--- src/rtl/i2c_target_regs.sv ---
// I2C target endpoint: START/STOP decode, 7-bit address match, and a byte bridge
// onto a synchronous register port with an auto-incrementing register pointer.
module i2c_target_regs #(
  parameter logic [6:0] TARGET_ADDR    = 7'h50,
  parameter int         REG_ADDR_WIDTH = 8,
  parameter int         SYNC_STAGES    = 2
) (
  input  logic                      clk_i,
  input  logic                      rst_i,
  input  logic                      scl_pad_i,
  input  logic                      sda_pad_i,
  output logic                      sda_pad_o,
  output logic                      sda_padoen_o,
  output logic [REG_ADDR_WIDTH-1:0] reg_addr_o,
  output logic [7:0]                reg_wdata_o,
  output logic                      reg_we_o,
  output logic                      reg_re_o,
  input  logic [7:0]                reg_rdata_i,
  output logic                      busy_o
);

  localparam logic [3:0] ST_IDLE      = 4'd0;
  localparam logic [3:0] ST_ADDR      = 4'd1;
  localparam logic [3:0] ST_ADDR_ACK  = 4'd2;
  localparam logic [3:0] ST_PTR       = 4'd3;
  localparam logic [3:0] ST_PTR_ACK   = 4'd4;
  localparam logic [3:0] ST_WDATA     = 4'd5;
  localparam logic [3:0] ST_WDATA_ACK = 4'd6;
  localparam logic [3:0] ST_RDATA     = 4'd7;
  localparam logic [3:0] ST_RDATA_ACK = 4'd8;

  logic [SYNC_STAGES-1:0]    scl_sync_q, scl_sync_d;
  logic [SYNC_STAGES-1:0]    sda_sync_q, sda_sync_d;
  logic                      scl_prev_q, scl_prev_d;
  logic                      sda_prev_q, sda_prev_d;
  logic [3:0]                state_q, state_d;
  logic [3:0]                bit_cnt_q, bit_cnt_d;
  logic [7:0]                shreg_q, shreg_d;
  logic                      rw_q, rw_d;
  logic [REG_ADDR_WIDTH-1:0] ptr_q, ptr_d;
  logic [7:0]                wdata_q, wdata_d;
  logic                      we_q, we_d;
  logic                      re_q, re_d;
  logic                      oen_q, oen_d;
  logic                      busy_q, busy_d;

  logic scl_s, sda_s;
  logic scl_rise, scl_fall, start_det, stop_det;

  assign scl_s     = scl_sync_q[SYNC_STAGES-1];
  assign sda_s     = sda_sync_q[SYNC_STAGES-1];
  assign scl_rise  = scl_s & ~scl_prev_q;
  assign scl_fall  = ~scl_s & scl_prev_q;
  // SCL must be high in both samples so a data change near an SCL edge is not mistaken for START/STOP.
  assign start_det = scl_s & scl_prev_q & sda_prev_q & ~sda_s;
  assign stop_det  = scl_s & scl_prev_q & ~sda_prev_q & sda_s;

  always_comb begin
    scl_sync_d = {scl_sync_q[SYNC_STAGES-2:0], scl_pad_i};
    sda_sync_d = {sda_sync_q[SYNC_STAGES-2:0], sda_pad_i};
    scl_prev_d = scl_s;
    sda_prev_d = sda_s;
    state_d    = state_q;
    bit_cnt_d  = bit_cnt_q;
    shreg_d    = shreg_q;
    rw_d       = rw_q;
    ptr_d      = ptr_q;
    wdata_d    = wdata_q;
    we_d       = 1'b0;
    re_d       = 1'b0;
    oen_d      = oen_q;
    busy_d     = busy_q;

    if (start_det) begin
      state_d   = ST_ADDR;
      bit_cnt_d = 4'd0;
      oen_d     = 1'b1;
    end else if (stop_det) begin
      state_d = ST_IDLE;
      oen_d   = 1'b1;
      busy_d  = 1'b0;
    end else begin
      case (state_q)
        ST_ADDR, ST_PTR, ST_WDATA: begin
          if (scl_rise && bit_cnt_q < 4'd8) begin
            shreg_d   = {shreg_q[6:0], sda_s};
            bit_cnt_d = bit_cnt_q + 4'd1;
          end else if (scl_fall && bit_cnt_q == 4'd8) begin
            bit_cnt_d = 4'd0;
            if (state_q == ST_ADDR) begin
              if (shreg_q[7:1] == TARGET_ADDR) begin
                oen_d   = 1'b0;
                rw_d    = shreg_q[0];
                busy_d  = 1'b1;
                state_d = ST_ADDR_ACK;
              end else begin
                state_d = ST_IDLE;
              end
            end else if (state_q == ST_PTR) begin
              ptr_d   = REG_ADDR_WIDTH'(shreg_q);
              oen_d   = 1'b0;
              state_d = ST_PTR_ACK;
            end else begin
              we_d    = 1'b1;
              wdata_d = shreg_q;
              oen_d   = 1'b0;
              state_d = ST_WDATA_ACK;
            end
          end
        end
        ST_ADDR_ACK: begin
          if (scl_fall) begin
            oen_d     = 1'b1;
            bit_cnt_d = 4'd0;
            if (rw_q) begin
              re_d    = 1'b1;
              state_d = ST_RDATA;
            end else begin
              state_d = ST_PTR;
            end
          end
        end
        ST_PTR_ACK: begin
          if (scl_fall) begin
            oen_d     = 1'b1;
            bit_cnt_d = 4'd0;
            state_d   = ST_WDATA;
          end
        end
        ST_WDATA_ACK: begin
          if (scl_fall) begin
            oen_d     = 1'b1;
            bit_cnt_d = 4'd0;
            ptr_d     = ptr_q + REG_ADDR_WIDTH'(1);
            state_d   = ST_WDATA;
          end
        end
        ST_RDATA: begin
          // The cycle after the read strobe carries the register data; drive its MSB immediately.
          if (re_q) begin
            shreg_d = reg_rdata_i;
            oen_d   = reg_rdata_i[7];
          end else if (scl_fall) begin
            if (bit_cnt_q == 4'd7) begin
              oen_d     = 1'b1;
              bit_cnt_d = 4'd0;
              state_d   = ST_RDATA_ACK;
            end else begin
              bit_cnt_d = bit_cnt_q + 4'd1;
              shreg_d   = {shreg_q[6:0], 1'b0};
              oen_d     = shreg_q[6];
            end
          end
        end
        ST_RDATA_ACK: begin
          if (scl_rise) begin
            if (sda_s) begin
              state_d = ST_IDLE;
              busy_d  = 1'b0;
            end else begin
              ptr_d = ptr_q + REG_ADDR_WIDTH'(1);
            end
          end else if (scl_fall) begin
            re_d      = 1'b1;
            bit_cnt_d = 4'd0;
            state_d   = ST_RDATA;
          end
        end
        default: begin
          state_d = ST_IDLE;
        end
      endcase
    end
  end

  always_ff @(posedge clk_i) begin
    if (rst_i) begin
      scl_sync_q <= '1;
      sda_sync_q <= '1;
      scl_prev_q <= 1'b1;
      sda_prev_q <= 1'b1;
      state_q    <= ST_IDLE;
      bit_cnt_q  <= 4'd0;
      shreg_q    <= 8'd0;
      rw_q       <= 1'b0;
      ptr_q      <= '0;
      wdata_q    <= 8'd0;
      we_q       <= 1'b0;
      re_q       <= 1'b0;
      oen_q      <= 1'b1;
      busy_q     <= 1'b0;
    end else begin
      scl_sync_q <= scl_sync_d;
      sda_sync_q <= sda_sync_d;
      scl_prev_q <= scl_prev_d;
      sda_prev_q <= sda_prev_d;
      state_q    <= state_d;
      bit_cnt_q  <= bit_cnt_d;
      shreg_q    <= shreg_d;
      rw_q       <= rw_d;
      ptr_q      <= ptr_d;
      wdata_q    <= wdata_d;
      we_q       <= we_d;
      re_q       <= re_d;
      oen_q      <= oen_d;
      busy_q     <= busy_d;
    end
  end

  // Reset releases SDA combinationally so a held ACK never outlives the reset cycle.
  assign sda_pad_o    = 1'b0;
  assign sda_padoen_o = oen_q | rst_i;
  assign reg_addr_o   = ptr_q;
  assign reg_wdata_o  = wdata_q;
  assign reg_we_o     = we_q;
  assign reg_re_o     = re_q;
  assign busy_o       = busy_q;

endmodule

--- config.mk ---
export PLATFORM = sky130hd
export DESIGN_NAME = i2c_target_regs
export DESIGN_NICKNAME = d
export VERILOG_FILES = /design/src/rtl/i2c_target_regs.sv
export SDC_FILE = /design/constraint.sdc
export NUM_CORES = 1
export LEC_CHECK = 0
export ABC_AREA = 1
export BUFFER_PORTS_ARGS = -buffer_cell sky130_fd_sc_hd__clkbuf_2
export CAP_MARGIN = 20
export CORE_UTILIZATION = 52
export CTS_CLUSTER_DIAMETER = 100
export DETAILED_ROUTE_END_ITERATION = 10
export HOLD_SLACK_MARGIN = 0.02
export PLACE_DENSITY = 0.76
export SYNTH_ARGS = -nofsm -noshare
export SYNTH_HDL_FRONTEND = slang
export SYNTH_SLANG_ARGS = --single-unit
--- constraint.sdc ---
create_clock -name clk_i -period 1.7 [get_ports clk_i]
set_input_delay 0.085 -clock clk_i [delete_from_list [all_inputs] [get_ports clk_i]]
set_output_delay 0.085 -clock clk_i [all_outputs]
set_load 0.1 [all_outputs]
==> results of run 1 <==
cell type report:
| type | instances | area (sq um) | area share, % |
|---|---|---|---|
| multi-input cells | 320 | 1629 | 48.84 |
| flip-flops and latches | 43 | 890.9 | 26.71 |
| repair buffers | 62 | 427.9 | 12.83 |
| inverters | 54 | 210.2 | 6.302 |
| well taps | 67 | 83.83 | 2.513 |
| clock buffers | 5 | 68.82 | 2.063 |
| clock inverters | 3 | 25.02 | 0.7502 |
state kept, by name, indices dropped and copies added (netlist names), 2 cells and up:
register	flops
reg_addr_o	8
reg_wdata_o	8
shreg_q	8
bit_cnt_q	4
state_q	4
scl_sync_q	2
sda_sync_q	2
synth_stat cells, types with 2 or more instances:
cell / count / area (sq um)
ha_1: 7 / 87.58
clkbuf_1: 3 / 11.26
inv_1: 47 / 176.4
buf_4: 3 / 22.52
dfxtp_1: 43 / 860.8
o21ai_0: 34 / 170.2
or2_2: 5 / 31.28
nand2_1: 117 / 439.2
inv_2: 7 / 26.28
nor2_4: 3 / 33.78
o21ai_1: 2 / 10.01
nand3_1: 34 / 170.2
a21oi_1: 19 / 95.09
nand4_1: 7 / 43.79
o22ai_1: 2 / 12.51
nand2_2: 6 / 37.54
nor2_2: 7 / 43.79
nor2_1: 62 / 232.7
nand2_4: 2 / 22.52
nor3_1: 3 / 15.01
stage by stage:
stage | power (mW) | instances | cell area [sq um] | util, %
2_1_floorplan | 3.520 | 425 | 2660 | -
3_3_place_gp | 4.077 | 537 | 3029 | 62.88
3_5_place_dp | 4.104 | 537 | 3029 | 62.88
4_1_cts | 4.822 | 547 | 3148 | 65.35
5_1_grt | 5.362 | 554 | 3336 | 69.25
6_report | 5.021 | 554 | 3336 | 69.25
layout by cell type (no fill, tap or decap), drive strengths merged:
cell / synthesis / layout
dlygate4sd3: 0 / 2
buf: 5 / 30
conb: 1 / 1
xor2: 1 / 1
nand3: 35 / 35
a21oi: 19 / 19
nand4: 8 / 8
nor3: 3 / 3
clkbuf: 3 / 35
nor2: 72 / 72
o211ai: 1 / 1
nor2b: 1 / 1
o22ai: 2 / 2
xnor2: 1 / 1
ha: 7 / 7
o21ai: 37 / 37
clkinv: 0 / 2
inv: 54 / 54
nand2: 125 / 125
dfxtp: 43 / 43
nand3b: 1 / 1
or2: 5 / 5
nor4: 1 / 1
clkinvlp: 0 / 1
cells by family after synthesis:
family | count (synthesis) | share of synthesized area (%)
xor gates and xnor gates | 2 | 0.6611
DFF | 43 | 32.48
adders and majority gates | 7 | 3.305
and+or+nand+nor | 251 | 42.40
buffers and inverters | 62 | 9.537
other | 1 | 0.1415
AOI/OAI and AO/OA | 59 | 11.47
worst min-delay path by stage:
stage	start	end	depth (start not counted)
after floorplan	scl_pad_i	scl_sync_q[0]$_SDFF_PP1_	1
after global placement	sda_pad_i	sda_sync_q[0]$_SDFF_PP1_	2
after detailed placement	sda_pad_i	sda_sync_q[0]$_SDFF_PP1_	2
after CTS	reg_rdata_i[4]	shreg_q[4]$_SDFFE_PP0P_	5
after global routing	reg_rdata_i[6]	shreg_q[6]$_SDFFE_PP0P_	5
final	reg_rdata_i[4]	shreg_q[4]$_SDFFE_PP0P_	5
worst min-delay path, cell delays in order:
cell	delay, ns
clkbuf_2	0.07
nand2_1	0.04
o21ai_0	0.06
nor2_1	0.05
nor2_1	0.08
metal layers:
metal	vias up	GRT usage [%]	wire, um
li1	1470	-	-
met1	1244	40.27	3348
met2	111	41.87	3128
met3	11	4.801	482
met4	0	7.265	104
met5	-	0	0
timing repair:
| item | CTS | global route |
|---|---|---|
| hold buffers | 2 | 0 |
| pin swaps | 0 | 7 |
| endpoints found under the setup margin | 5 | 37 |
| setup buffers | 0 | 7 |
| gates resized for setup | 2 | 44 |
| endpoints found under the hold margin | 2 | 0 |
power by group through the flow:
stage               sequential [mW]  combinational [mW]  clock (mW)
floorplan                      1.98                1.54           0
global placement               1.49                2.58           0
detailed placement             1.50                2.60           0
CTS                            1.48                2.65       0.700
global route                   1.53                3.08       0.750
finish                         1.50                2.83       0.689
==> summary.txt, run 1 <==
Drt pass-1 iters -> 5
Wire per inst -> 12.75 um
Nets -> 505
Tot GR Track Use -> 27.61%
Yosys reg bits -> 43
Largest fanout on the critical path -> 8
Unique cell type count in the Yosys netlist -> 32
Starting Density -> 55.01%
Combinational share of power -> 56.4%
GP Congestion -> 1.050
Switching pwr -> 2.612 mW
DIE WIDTH -> 73.39 um
I/O pin cnt -> 33
Slew @ Worst Pin -> 0.5425 ns
Final setup fails -> 0
Register area share after synthesis -> 32.48%
Root Buffer -> clkbuf_8
Clk_skew -> 0.007829 ns
Worst path slowest cell -> dfxtp_2
Number of routed nets with antenna violations -> 0
Clock Latency Late Sink -> 0.31 ns
Largest net degree at the start of global routing -> 18
Min Hold Slack -> 0.1146 ns
Rows -> 25
Die area -> 5385 sq um
Critical path class -> flip-flop to flip-flop
Post-route DRC -> 0
Startpoint types -> flip-flop
Clock sink count -> 43
Peak supply drop -> 1.040 mV
Crit path DAT -> 1.87 ns
Slew headroom -> 63.98%
Worst Setup EP -> reg_addr_o[7]$_SDFFE_PP0P_
Crit path setup slack, layout -> 0.06883 ns
Vias per cell -> 5.119
Leakage power -> 1.581 nW
Initial DRC Count -> 220
WP data required -> 1.93 ns
Cell count along the critical path -> 10
Final Max Slew Viols -> 0
Final wirelength -> 7063 um
Min-Delay Path Class -> primary input to flip-flop
Cell area after synthesis -> 2650 sq um
Share of post-route cells with drive strength above 1 -> 27.10%
Post-layout minimum cycle time -> 1.631 ns
IO Port Bufs -> 31
Primary FF master, synth -> dfxtp_1
Slack of the worst reg-to-reg path -> 0.07 ns
Status -> finished, final reports clean
H-Tree Depth -> 2
# diodes -> 0
Clk pwr share -> 13.7%
Clock slew at reported path FFs -> 0.09 ns
Worst reg2reg startpoint -> bit_cnt_q[0]$_SDFFE_PP0P_
Power density cells -> 1505 nW/um^2
P&R area growth vs syn -> 25.87%
CP Buf/Inv Count -> 2
GRT Residual Overflow -> 0
R2R Path End -> reg_addr_o[7]$_SDFFE_PP0P_
Syn Area/Cell -> 6.235 sq um
Pre-CTS worst setup slack -> -0.04021 ns
Cell Int Power -> 2.409 mW
Maxcap violations -> 0
Number of buffers created by CTS -> 5
Final TNS setup -> 0 ns
Fin crit share -> 95.95%
Core area -> 4817 sq um
HPWL Detailed -> 5262 um
Syn nets -> 444
Critical path origin -> bit_cnt_q[0]$_SDFFE_PP0P_
CTS tree -> built
Post-Synthesis Cells -> 425
Via Count -> 2836
Die height -> 73.39 um
Reg2Reg Depth -> 10
First-pass GRT wire length -> 11370 um
Critical path's top delay family -> simple AND/OR/NAND/NOR gates
Antenna violations before repair -> 0
Worst path cell trace -> inv_1 > ha_1 > nand2_1 > nor2_2 > inv_1 > nand2_2 > o21ai_2 > nor2b_4 > nand2_1 > a21oi_1
Synth warn -> 0
Switching Fraction -> 52.02%
Reg power frac -> 29.8%
Number of synthesized flops with an enable pin -> 0
Slowest stage delay, CP -> 0.36 ns
FFs w/ async S/R, synth -> 0%
F_max -> 613.1 MHz
Clock Path Buffers -> 2
Crit. End Element -> flip-flop
Fillcell total -> 452
Vias in the first global route -> 2400
Final Hold Viols -> 0
(Power assumes the default switching activity.)
==> inputs of run 2 (changes only) <==
Settings changed: CORE_UTILIZATION 52 to 50, CTS_CLUSTER_SIZE from default to 28, GPL_TIMING_DRIVEN from default to 0, PLACE_DENSITY 0.76 to 0.73.
==> run 2 against run 1 <==
  * Clock skew is 0.0031 ns higher
  * Clock power is 3% higher
  * Sequential share of layout area is 0.13 points higher
  * Combinational power is 4% higher
  * Fmax grew 1.5%
  * Critical path depth down 2
  * Global-route usage is 2.1 points lower
  * Utilization is 4.3 points lower
  * Critical path type unchanged
  * Largest cell class unchanged
==> summary.txt, run 2 (synthesized netlist as in run 1, its figures left out) <==
Die height -> 74.80 um (+1.9%)
Clock Path Buffers -> 2 (unchanged)
Nets -> 502 (-0.59%)
Leakage power -> 1.561 nW (-1.3%)
Worst path slowest cell -> dfxtp_4
Starting Density -> 51.89% (-3.1 points)
WP data required -> 1.90 ns (-0.03 ns)
Tot GR Track Use -> 25.48% (-2.1 points)
Crit path setup slack, layout -> 0.09248 ns (+0.02365 ns)
Power density cells -> 1545 nW/um^2 (+2.7%)
Drt pass-1 iters -> 5 (unchanged)
Clk_skew -> 0.01091 ns (+0.003076 ns)
Layout Cells excl Fill -> 554 (unchanged)
Vias per cell -> 5.227 (+2.1%)
Number of buffers created by CTS -> 5 (unchanged)
Via Count -> 2896 (+2.1%)
Peak supply drop -> 0.9745 mV (-6.3%)
GRT Residual Overflow -> 0 (unchanged)
Post-layout minimum cycle time -> 1.608 ns (-0.02365 ns)
Commonest non-fill, non-tap cell in the layout -> nand2_1
Fillcell total -> 489 (+8.2%)
Final Max Slew Viols -> 0 (unchanged)
H-Tree Depth -> 2 (unchanged)
DP Cell Count -> 525 (-2.2%)
Rows -> 26 (+4.0%)
Clock Latency Late Sink -> 0.31 ns (about the same)
DIE WIDTH -> 74.80 um (+1.9%)
Post-route DRC -> 0 (unchanged)
Antenna violations before repair -> 0 (unchanged)
Final Hold Viols -> 0 (unchanged)
Crit. End Element -> flip-flop
GP Congestion -> 0.9749 (-7.1%)
Crit path DAT -> 1.81 ns (-0.06 ns)
Final instance area -> 3319 sq um (-0.49%)
# diodes -> 0 (unchanged)
DP Area -> 2898 sq um (-4.3%)
Wire per inst -> 12.97 um (+1.8%)
Slew headroom -> 59.84% (-4.1 points)
CTS tree -> built
Number of routed nets with antenna violations -> 0 (unchanged)
Final setup fails -> 0 (unchanged)
First-pass GRT wire length -> 10850 um (-4.6%)
Pre-CTS worst setup slack -> -0.1715 ns (-0.1313 ns)
Initial DRC Count -> 232 (+5.5%)
Final wirelength -> 7187 um (+1.8%)
Fin util -> 64.99% (-4.3 points)
Min Hold Slack -> 0.1119 ns (-0.002697 ns)
Clock slew at reported path FFs -> 0.09 ns (about the same)
Status -> finished, final reports clean
P&R area growth vs syn -> 25.26%
Vias in the first global route -> 2277 (-5.1%)
Min-Delay Path Class -> primary input to flip-flop
Maxcap violations -> 0 (unchanged)
Largest net degree at the start of global routing -> 16 (-2)
IO Port Bufs -> 30 (-3.2%)
Reg area -> 890.9 sq um (unchanged)
Fin crit share -> 94.56% (-1.4 points)
Root Buffer -> clkbuf_8
Share of post-route cells with drive strength above 1 -> 27.48% (+0.37 points)
I/O pin cnt -> 33 (unchanged)
Slowest stage delay, CP -> 0.39 ns (+0.03 ns)
Largest fanout on the critical path -> 6 (-2)
F_max -> 622.1 MHz (+1.5%)
Slew @ Worst Pin -> 0.5998 ns (+0.05726 ns)
Worst path cell trace -> inv_2 > ha_1 > inv_1 > nand2_1 > a21oi_1 > nand3_4 > o21ai_1 > nor2_1
Die area -> 5595 sq um (+3.9%)
Most frequent cells in the layout -> 114 x nand2_1, 57 x nor2_1, 42 x inv_1, 32 x nand3_1, 30 x clkbuf_2
HPWL Detailed -> 4931 um (-6.3%)
Core area -> 5107 sq um (+6.0%)
Critical path class -> flip-flop to flip-flop
Startpoint types -> flip-flop
Clock sink count -> 43 (unchanged)
Area used by multi-input combinational logic -> 1680 sq um (+3.1%)
run 2: changes by cell type in the layout (fill, tap and decap cells not counted), sizes merged:
cell	delta
buf	-8
clkbuf	+4
clkinv	-2
clkinvlp	+1
inv	+1
nand2	+1
run 2: report_power, final:
| part | internal [mW] | switching (mW) |
|---|---|---|
| Combinational | 0.900 | 2.03 |
| Sequential | 1.24 | 0.252 |
| Clock | 0.295 | 0.412 |
| Total | 2.44 | 2.69 |
run 2: final cells by class:
class | instances | share of cell area (%)
Clock inverter | 3 | 0.7162
Inverter | 54 | 6.257
Timing Repair Buffer | 50 | 9.122
Multi-Input combinational cell | 321 | 50.62
Tap cell | 70 | 2.639
Sequential cell | 43 | 26.84
Buffer | 8 | 1.734
Clock buffer | 5 | 2.073
run 2: final timing paths:
| kind | slack (ns) | endpoint | from | cells past startpoint |
|---|---|---|---|---|
| max | 0.09 | state_q[2]$_SDFFE_PP0P_ | scl_sync_q[1]$_SDFF_PP1_ | 8 |
| min | 0.11 | shreg_q[6]$_SDFFE_PP0P_ | reg_rdata_i[6] | 5 |
| max reg2reg | 0.09 | state_q[2]$_SDFFE_PP0P_ | scl_sync_q[1]$_SDFF_PP1_ | 8 |
| min reg2reg | 0.42 | scl_sync_q[1]$_SDFF_PP1_ | scl_sync_q[0]$_SDFF_PP1_ | 1 |
run 2: through the flow:
step | setup TNS [ns] | power [mW]
floorplan | 0 | 3.520
global placement | -2.644 | 3.973
detailed placement | -2.846 | 3.986
CTS | 0 | 4.727
global route | -0.03561 | 5.470
finish | 0 | 5.129
run 2: critical path, delay by kind of cell (launching register included):
| kind | cells | cell delay (ns) |
|---|---|---|
| adder cells (fa/ha/maj) | 1 | 0.28 |
| flip-flops | 1 | 0.39 |
| buffers and inverters | 2 | 0.14 |
| AND/OR/NAND/NOR | 3 | 0.27 |
| AO/OA/AOI/OAI | 2 | 0.43 |
run 2: repair_timing:
action | CTS | global route
gates cloned | 0 | 2
endpoints found under the setup margin | 35 | 37
setup buffers | 5 | 12
endpoints found under the hold margin | 2 | 0
hold buffers | 2 | 0
resized for setup | 11 | 50
pin swaps | 5 | 9
run 2: routing by layer:
| layer | track usage, % | part of all wire (%) |
|---|---|---|
| met5 | 0 | 0 |
| met1 | 36.85 | 47 |
| met3 | 3.213 | 5.7 |
| met4 | 7.338 | 1.7 |
| met2 | 39.74 | 45 |
